<file path="src/rtl/filter_arb_pkg.sv">
`default_nettype none
// ============================================================================
// Module   : filter_arb_pkg
// Brief    : Shared types for filter_arbiter (FSM states, in-flight tag, IDW).
// Revision : 1.0 - initial release
// ============================================================================
package filter_arb_pkg;

  typedef enum logic [1:0] {
    ST_IDLE  = 2'd0,
    ST_RUN   = 2'd1,
    ST_DRAIN = 2'd2
  } state_t;

  // Tag id field sized for the largest supported requester count (16).
  localparam int TAG_IDW = 4;

  typedef struct packed {
    logic               valid;
    logic [TAG_IDW-1:0] id;
  } tag_t;

  function automatic int calc_idw(input int n);
    return (n > 1) ? $clog2(n) : 1;
  endfunction

endpackage
`default_nettype wire

</file>
<file path="src/rtl/filter_arb_rr.sv">
`default_nettype none
// ============================================================================
// Module   : filter_arb_rr
// Brief    : N-way round-robin picker; first request at or after ptr wins.
// Revision : 1.0 - initial release
// ============================================================================
module filter_arb_rr #(
  parameter int N   = 4,
  parameter int IDW = 2
) (
  input  logic [N-1:0]   req,
  input  logic [IDW-1:0] ptr,
  output logic [N-1:0]   grant,
  output logic [IDW-1:0] idx,
  output logic           any
);

  logic [N-1:0]   rot;
  logic [IDW:0]   sum;

  assign rot = N'({req, req} >> ptr);

  always_comb begin
    any = 1'b0;
    sum = '0;
    for (int k = 0; k < N; k++) begin
      if (!any && rot[k]) begin
        any = 1'b1;
        sum = {1'b0, ptr} + (IDW+1)'(k);
      end
    end
    if (sum >= (IDW+1)'(N)) begin
      sum = sum - (IDW+1)'(N);
    end
    idx   = sum[IDW-1:0];
    grant = any ? (N'(1) << idx) : '0;
  end

endmodule
`default_nettype wire

</file>
<file path="src/rtl/filter_arbiter.sv">
`default_nettype none
// ============================================================================
// Module   : filter_arbiter
// Brief    : Round-robin sharing of one fixed-latency filter among N requesters,
//            with a tag pipeline routing results back. Optional feature macro:
//            FILTER_ARB_PARITY_CHECK_EN (drop bad-parity samples, pulse par_err).
// Revision : 1.0 - initial release
// ============================================================================
module filter_arbiter
  import filter_arb_pkg::*;
#(
  parameter int N       = 4,
  parameter int W       = 16,
  parameter int LATENCY = 2
) (
  input  logic           clk,
  input  logic           rst,
  input  logic           enable,
  input  logic [N-1:0]   req_valid,
  output logic [N-1:0]   req_ready,
  input  logic [N*W-1:0] req_data,
  input  logic [N-1:0]   req_parity,
  output logic [W-1:0]   f_x_data,
  output logic           f_x_valid,
  output logic           f_x_parity,
  input  logic [W-1:0]   f_y_data,
  input  logic           f_y_valid,
  input  logic           f_y_parity,
  output logic [N-1:0]   rsp_valid,
  output logic [W-1:0]   rsp_data,
  output logic           rsp_parity,
  output logic           idle,
  output logic           tag_err
`ifdef FILTER_ARB_PARITY_CHECK_EN
  ,
  output logic [N-1:0]   par_err
`endif
);

  localparam int IDW = calc_idw(N);

  state_t         state;
  logic [IDW-1:0] rr_ptr;
  logic [N-1:0]   grant;
  logic [IDW-1:0] gidx;
  logic           gany;
  logic           fire;
  logic           par_ok;
  logic           issue;
  logic [W-1:0]   sel_data;
  logic           sel_par;
  logic           busy;
  tag_t           f_x_tag;
  tag_t           tag_pipe [LATENCY];
  tag_t           tail;

  filter_arb_rr #(.N(N), .IDW(IDW)) u_rr (
    .req   (req_valid),
    .ptr   (rr_ptr),
    .grant (grant),
    .idx   (gidx),
    .any   (gany)
  );

  assign req_ready = (state == ST_RUN && gany) ? grant : '0;
  assign fire      = |req_ready;
  assign sel_data  = req_data[gidx*W +: W];
  assign sel_par   = req_parity[gidx];
`ifdef FILTER_ARB_PARITY_CHECK_EN
  assign par_ok    = ((^sel_data) == sel_par);
`else
  assign par_ok    = 1'b1;
`endif
  assign issue     = fire & par_ok;

  // Tail lines up with the filter output LATENCY cycles after f_x_valid.
  assign tail       = tag_pipe[LATENCY-1];
  assign rsp_valid  = (f_y_valid && tail.valid) ? (N'(1) << tail.id) : '0;
  assign rsp_data   = f_y_data;
  assign rsp_parity = f_y_parity;
  assign idle       = (state == ST_IDLE);

  // The tail is being consumed this cycle, so it does not keep DRAIN alive.
  always_comb begin
    busy = f_x_valid;
    for (int k = 0; k < LATENCY - 1; k++) begin
      busy = busy | tag_pipe[k].valid;
    end
  end

  always_ff @(posedge clk) begin
    if (rst) begin
      state      <= ST_IDLE;
      rr_ptr     <= '0;
      f_x_valid  <= 1'b0;
      f_x_data   <= '0;
      f_x_parity <= 1'b0;
      f_x_tag    <= '0;
      tag_err    <= 1'b0;
      for (int k = 0; k < LATENCY; k++) begin
        tag_pipe[k] <= '0;
      end
`ifdef FILTER_ARB_PARITY_CHECK_EN
      par_err    <= '0;
`endif
    end else begin
      case (state)
        ST_IDLE:  if (enable) state <= ST_RUN;
        ST_RUN:   if (!enable) state <= ST_DRAIN;
        ST_DRAIN: begin
          if (enable)     state <= ST_RUN;
          else if (!busy) state <= ST_IDLE;
        end
        default:  state <= ST_IDLE;
      endcase

      if (fire) begin
        rr_ptr <= (gidx == IDW'(N-1)) ? '0 : gidx + IDW'(1);
      end

      f_x_valid     <= issue;
      f_x_data      <= issue ? sel_data : '0;
      f_x_parity    <= issue & sel_par;
      f_x_tag.valid <= issue;
      f_x_tag.id    <= issue ? TAG_IDW'(gidx) : '0;

      tag_pipe[0] <= f_x_tag;
      for (int k = 1; k < LATENCY; k++) begin
        tag_pipe[k] <= tag_pipe[k-1];
      end

      if (f_y_valid != tail.valid) begin
        tag_err <= 1'b1;
      end
`ifdef FILTER_ARB_PARITY_CHECK_EN
      par_err <= (fire && !par_ok) ? req_ready : '0;
`endif
    end
  end

endmodule
`default_nettype wire

</file>
<file path="config.mk">
export PLATFORM = sky130hd
export DESIGN_NAME = filter_arbiter
export DESIGN_NICKNAME = d
export VERILOG_FILES = /design/src/rtl/filter_arb_pkg.sv /design/src/rtl/filter_arb_rr.sv /design/src/rtl/filter_arbiter.sv
export SDC_FILE = /design/constraint.sdc
export NUM_CORES = 1
export LEC_CHECK = 0
export CAP_MARGIN = 20
export CORE_MARGIN = 8
export CORE_UTILIZATION = 30
export CTS_CLUSTER_DIAMETER = 100
export CTS_CLUSTER_SIZE = 8
export DETAILED_ROUTE_END_ITERATION = 16
export GPL_ROUTABILITY_DRIVEN = 1
export HOLD_SLACK_MARGIN = 0.15
export PLACE_DENSITY = 0.72
export SLEW_MARGIN = 25
export SYNTH_ARGS = -nofsm -noshare
export SYNTH_HDL_FRONTEND = slang
export SYNTH_HIERARCHICAL = 1
export SYNTH_SLANG_ARGS = --single-unit
</file>
<file path="constraint.sdc">
create_clock -name clk -period 2.4 [get_ports clk]
set_clock_uncertainty 0.15 [all_clocks]
set_input_delay 0.6 -clock clk [delete_from_list [all_inputs] [get_ports clk]]
set_output_delay 0.6 -clock clk [all_outputs]
set_load 0.05 [all_outputs]
</file>
# Word level (Yosys, flattened, before mapping)
# Memories as Yosys holds them, arrays and structs flattened.
# Index checks and enable logic that the tools add are counted.
totals:
  mem_bits_rw: 10
  mem_count: 1
  ff_bits: 27
  input_bits: 93
  word_cells: 69
mem_list:
  columns: ["name", "words", "word_bits", "rd", "rd_clocked_by_memory_dff", "wr", "line", "text"]
  rows:
  - ["tag_pipe", 2, 5, 2, 0, 2, "filter_arbiter.sv:54", "tag_t tag_pipe [LATENCY];"]
op_classes:
  order_cmp: 2
  n_addsub: 5
  reduce_logical: 12
  bitwise_logic: 5
  n_eq_ne: 7
  shift: 4
  mux: 25
op_table:
  columns: ["op", "n"]
  rows:
  - ["64-bit by 7-bit indexed part select with 16-bit output", 1]
  - ["2-bit 2-to-1 mux", 7]
  - ["4-bit 2-to-1 mux", 3]
  - ["5-bit 2-to-1 mux", 2]
  - ["3-bit 2-to-1 mux", 3]
  - ["1-bit 2-to-1 mux", 8]
  - ["8-bit by 2-bit right shift with 4-bit output", 1]
  - ["2-bit by 2-bit adder with 3-bit output, second input constant", 2]
  - ["2-bit case mux with 3 select lines", 1]
  - ["1-bit logical AND", 5]
  - ["2-bit equality test, second input constant", 2]
  - ["2-bit != test, second input constant", 2]
  - ["4-bit OR reduction", 1]
  - ["1-bit by 2-bit left shift with 4-bit output, first input constant", 1]
  - ["1-bit by 4-bit left shift with 4-bit output, first input constant", 1]
  - ["2-bit by 1-bit adder with 3-bit output, second input constant", 1]
  - ["3-bit greater-or-equal comparator, second input constant", 1]
  - ["1-bit zero test", 3]
  - ["2-bit by 3-bit less-than comparator with 1-bit output, second input constant", 1]
  - ["3-bit != test, second input constant", 1]
  - ["1-bit OR", 3]
  - ["3-bit AND reduction", 1]
  - ["2-bit by 1-bit adder with 2-bit output, second input constant", 1]
  - ["1-bit binary-select mux with 2-bit select", 1]
  - ["7 further kinds", 7]

# Depth between registers and ports, before layout
# Gate-level depths: netlist (run 1).
logic_depth:
  ltp_word: 19
  mapped_depth: 8
  mapped_depth_nobuf: 6

# Cells and area by module
# The synthesis (run 1) kept the hierarchy.
by_module_without_submodules:
  columns: ["mod", "cells_each", "instances", "seq_area_each_um2", "area_per_inst_um2"]
  rows:
  - ["filter_arbiter", 130, 1, 620.6, 1597.8]
  - ["filter_arb_rr", 32, 1, 0.0, 182.7]

# Worst setup path before layout (run 1)
# Ideal clock, no wire load.
synth_timing:
  path_type: "input to output"
  startpoint: "input port f_y_valid"
  endpoint: "output port rsp_valid[0]"
  arrival_ns: 1.930
  n_path_buf: 0
  cell_stages: 2
  path_slack_ns: -0.280
  path_cell_list: "ha_1 nor3b_1"
synth_between:
  elab_chain_cells: 2
synth_lines:
  columns: ["item", "line", "text"]
  rows:
  - ["start, declared", "filter_arbiter.sv:27", "input logic f_y_valid,"]
  - ["1-bit logical AND", "filter_arbiter.sv:78", "assign rsp_valid = (f_y_valid && tail.valid) ? (N'(1) << tail.id) : '0;"]
  - ["4-bit 2-to-1 mux", "filter_arbiter.sv:78", null]
  - ["end, declared", "filter_arbiter.sv:29", "output logic [N-1:0] rsp_valid,"]
# No other way between the ends.

# Worst setup path in the final report (run 1)
layout_timing:
  startpoint: "input port req_valid[2]"
  endpoint: "output port req_ready[0]"
layout_between:
  elab_chain_cells: 16
  elab_cells_between_ends: 22
layout_lines:
  columns: ["item", "line", "text"]
  rows:
  - ["start, declared", "filter_arbiter.sv:19", "input logic [N-1:0] req_valid,"]
  - ["8-bit by 2-bit right shift with 4-bit output *", "filter_arb_rr.sv:21", "assign rot = N'({req, req} >> ptr);"]
  - ["1-bit 2-to-1 mux", "filter_arb_rr.sv:27", "if (!any && rot[k]) begin"]
  - ["1-bit zero test", "filter_arb_rr.sv:27", null]
  - ["1-bit logical AND", "filter_arb_rr.sv:27", null]
  - ["1-bit 2-to-1 mux", "filter_arb_rr.sv:27", null]
  - ["1-bit zero test", "filter_arb_rr.sv:27", null]
  - ["1-bit logical AND", "filter_arb_rr.sv:27", null]
  - ["1-bit 2-to-1 mux", "filter_arb_rr.sv:27", null]
  - ["1-bit zero test", "filter_arb_rr.sv:27", null]
  - ["1-bit logical AND", "filter_arb_rr.sv:27", null]
  - ["3-bit 2-to-1 mux", "filter_arb_rr.sv:27", null]
  - ["3-bit greater-or-equal comparator / 2-bit by 1-bit subtractor with 2-bit output (equally long branches)", "filter_arb_rr.sv:32, filter_arb_rr.sv:33", null]
  - ["2-bit 2-to-1 mux", "filter_arb_rr.sv:32", "if (sum >= (IDW+1)'(N)) begin"]
  - ["1-bit by 2-bit left shift with 4-bit output", "filter_arb_rr.sv:36", "grant = any ? (N'(1) << idx) : '0;"]
  - ["4-bit 2-to-1 mux *", "filter_arb_rr.sv:36", null]
  - ["named net grant[0]", "filter_arbiter.sv:44", "logic [N-1:0] grant;"]
  - ["4-bit 2-to-1 mux *", "filter_arbiter.sv:65", "assign req_ready = (state == ST_RUN && gany) ? grant : '0;"]
  - ["end, declared", "filter_arbiter.sv:20", "output logic [N-1:0] req_ready,"]
# The timed path passes the listed nets; every way through them passes the cells marked *.

==> results_dict.tcl, run 1 <==
set metrics [dict create \
    cts_inserted_buffers 5 \
    crit_fanout 4 \
    via_per_inst 4.74 \
    fin_area_mm2 0.00317 \
    ant_nets 0 \
    cp.required_ns 1.65 \
    hpwl_um 4390 \
    seq_area_frac_synth 0.349 \
    drt-initial-drc-count 51 \
    grt_pass1_wl_um 8870 \
    path_class "input pin to output pin" \
    worstSetupStartpointType "input pin" \
    end_kind "output pin" \
    finalMaxSlewViolations 0 \
    drtPass1Iterations 5 \
    path_cells "buf_2 > buf_4 > nor3_2 > a311oi_1 > nor2_1 > and2_4 > buf_12" \
    status "finished clean" \
    cts_buffer_depth 2 \
    period_minus_slack_ns 2.37 \
    core-area_mm2 0.00582 \
    timing.hold.ws_ns 0.282 \
    die-width_um 93.0 \
    power_frac_comb 0.296 \
    port_buffers 103 \
    cts_root_buffer "clkbuf_8" \
    antennaDiodeCount 0 \
    wl_um 5580 \
    relSlewSlack 0.626 \
    synth_area_leaders "dfxtp_1 (35%), mux4_1 (25%), nor2b_1 (8.4%), buf_4 (7.6%), nor2_1 (2.3%)" \
    wl_per_cell_um 16.2 \
    grt_max_degree 21 \
    htreeDepth 2 \
    internal_power_w 0.00114 \
    power_switching_w 0.000376 \
    grt_pass1_vias 1777 \
    synth_seq_cells 31 \
    cap_violations 0 \
    clkPwrFrac 0.346 \
    crit_family "simple AND/OR/NAND/NOR gates" \
    start_util 0.306 \
    worstSkewPairLatency_ns 0.28 \
    die_h_um 93.0 \
    power_density_mw_per_mm2 480 \
    worst_path_largest_cell_delay_ns 0.22 \
    via_count 1631 \
    synth_warnings 6 \
    post-route-util 0.545 \
    period_share 0.989 \
    yosysUniqueCellTypes 35 \
    area_growth_pct 77.9 \
    drc_errors 0 \
    gp_congestion 0.827 \
    netlist_area_mm2 0.00178 \
    drive_gt1_frac 0.234 \
    sw_frac_of_total 0.247 \
    final_nets 363 \
    ios 138 \
    cts.sink_count 31 \
    hold_class "register to register" \
    setup_viol 0 \
    cp.arrival_ns 1.62 \
    yosysTopAreaCell "dfxtp_1" \
    grt-ovfl-total 0 \
    place_area_mm2 0.00296 \
    cp_slowest_cell "nor3_2" \
    seqPwrFrac 0.357 \
    rows 28 \
    timing.fmax_ghz 0.421 \
    worst_slew_pin_slew_ns 0.559 \
    hold_violations 0 \
    syn_nets 257 \
    syn_avg_cell_area_um2 11.0 \
    clk_pin_slew_worst_paths_ns 0.07 \
    p_leak_nw 1.25 \
    grt_usage 0.131 \
    cts_hold_repair.buffers 0 \
    die_area_mm2 0.00866 \
    cts_tree "built" \
    antenna_found_initial 0 \
    post-synth-top-area-fraction 0.349 \
    finalPower_w 0.00152 \
    critPathBufInv 3 \
    ir_drop_v 0.000273 \
    synth_cells 162 \
]
[what timing repair did]
item                       in CTS  in global routing
buffers inserted                5                  0
pin swaps                       6                  3
gates resized for setup        30                  7
setup endpoints to repair      29                 26
[cell usage after synthesis (all sizes together)]
cell type   n
o211ai      1
nand3b      2
or3         1
dfxtp      31
a311oi      1
a21oi       7
buf        24
mux4       17
ha          2
nor4        1
nand2       3
and3        1
nor2b      24
or4         1
o21ai       5
nand2b      4
nor3        2
inv         9
and3b       2
a211oi      4
clkbuf      2
a221oi      1
and2        4
nor2       11
nor3b       1
o211a       1
[area by class of cell]
| type | count | area, µm² |
|---|---|---|
| timing repair buffer | 125 | 1280 |
| multi-input combinational | 96 | 1010 |
| sequential | 31 | 626 |
| tap | 75 | 93.8 |
| inverter | 9 | 33.8 |
| clock buffer | 6 | 82.6 |
| clock inverter | 2 | 35.0 |
| fill | 525 | 2650 |
[power by group through the flow]
stage | Combinational, W | Clock, W | Sequential (W)
5_1_grt | 0.000482 | 0.000573 | 0.000545
4_1_cts | 0.000449 | 0.000548 | 0.000542
6_report | 0.000451 | 0.000527 | 0.000543
2_1_floorplan | 0.000259 | 0 | 0.000592
3_3_place_gp | 0.000427 | 0 | 0.000554
3_5_place_dp | 0.000436 | 0 | 0.000554
[layout by cell type (no fill, tap or decap), drive strengths merged, types with 2 or more instances in the layout]
cell	n
nor2b	24
and2	4
a21oi	7
nand3b	2
mux4	17
a211oi	4
ha	2
nand2	3
dfxtp	31
inv	9
clkdlybuf4s50	89
nor3	2
clkbuf	6
nor2	11
and3b	2
nand2b	4
o21ai	5
buf	35
[logic make-up (layout without fill, tap and decap cells)]
| group | count (synthesis) | in the layout | synth area share |
|---|---|---|---|
| mux | 17 | 17 | 0.251 |
| buf+inv | 35 | 142 | 0.125 |
| compound gates | 20 | 20 | 0.0752 |
| simple gates | 57 | 57 | 0.186 |
| flops | 31 | 31 | 0.349 |
| fa+ha+maj | 2 | 2 | 0.0141 |
[metal layers]
| metal | wire length (µm) | global-route usage |
|---|---|---|
| met1 | 1860 | 0.117 |
| met5 | 0 | 0 |
| met2 | 2980 | 0.244 |
| met4 | 163 | 0.0631 |
| met3 | 572 | 0.0601 |
[sequential cells by signal, indices dropped and copies added, names as in the netlist]
register	count
f_x_data	16
tag_err	1
tag_pipe	6
rr_ptr	2
state	2
f_x_tag	3
f_x_parity	1
[path summary, 6_finish.rpt]
path / cells past startpoint / startpoint / end / slack (ns)
max reg2reg: 9 / rr_ptr[0] / f_x_data[0] / 0.25
max: 7 / req_valid[2] / req_ready[0] / 0.03
min reg2reg: 1 / f_x_tag[1] / tag_pipe[0][1] / 0.28
min: 1 / f_x_tag[1] / tag_pipe[0][1] / 0.28
[through the flow]
step | TNS [ns] | std cells | worst slack, ns
after detailed placement | -10.52 | 331 | -0.429
after global placement | -9.32 | 331 | -0.414
after global routing | -0.0145 | 344 | -0.0145
after CTS | 0 | 344 | 0.000129
after floorplan | 0 | 162 | 0.00836
final | 0 | 344 | 0.0265
Power figures use the tool's default switching activity.
==> run 2: changes to the inputs <==
--- a/config.mk
+++ b/config.mk
@@ -5,7 +5,7 @@
 export SDC_FILE = /design/constraint.sdc
 export NUM_CORES = 1
 export LEC_CHECK = 0
-export CAP_MARGIN = 20
+export CAP_MARGIN = 0
 export CORE_MARGIN = 8
 export CORE_UTILIZATION = 30
 export CTS_CLUSTER_DIAMETER = 100
==> results of run 2 <==
The final DEF is identical to that of run 1; final timing and power are the same.
==> run 3: changes to the inputs <==
--- a/config.mk
+++ b/config.mk
@@ -11,7 +11,7 @@
 export CTS_CLUSTER_DIAMETER = 100
 export CTS_CLUSTER_SIZE = 8
 export DETAILED_ROUTE_END_ITERATION = 16
-export GPL_ROUTABILITY_DRIVEN = 1
+export GPL_ROUTABILITY_DRIVEN = 0
 export HOLD_SLACK_MARGIN = 0.15
 export PLACE_DENSITY = 0.72
 export SLEW_MARGIN = 25
==> results of run 3 <==
The final DEF is identical to that of run 1; final timing and power are the same.
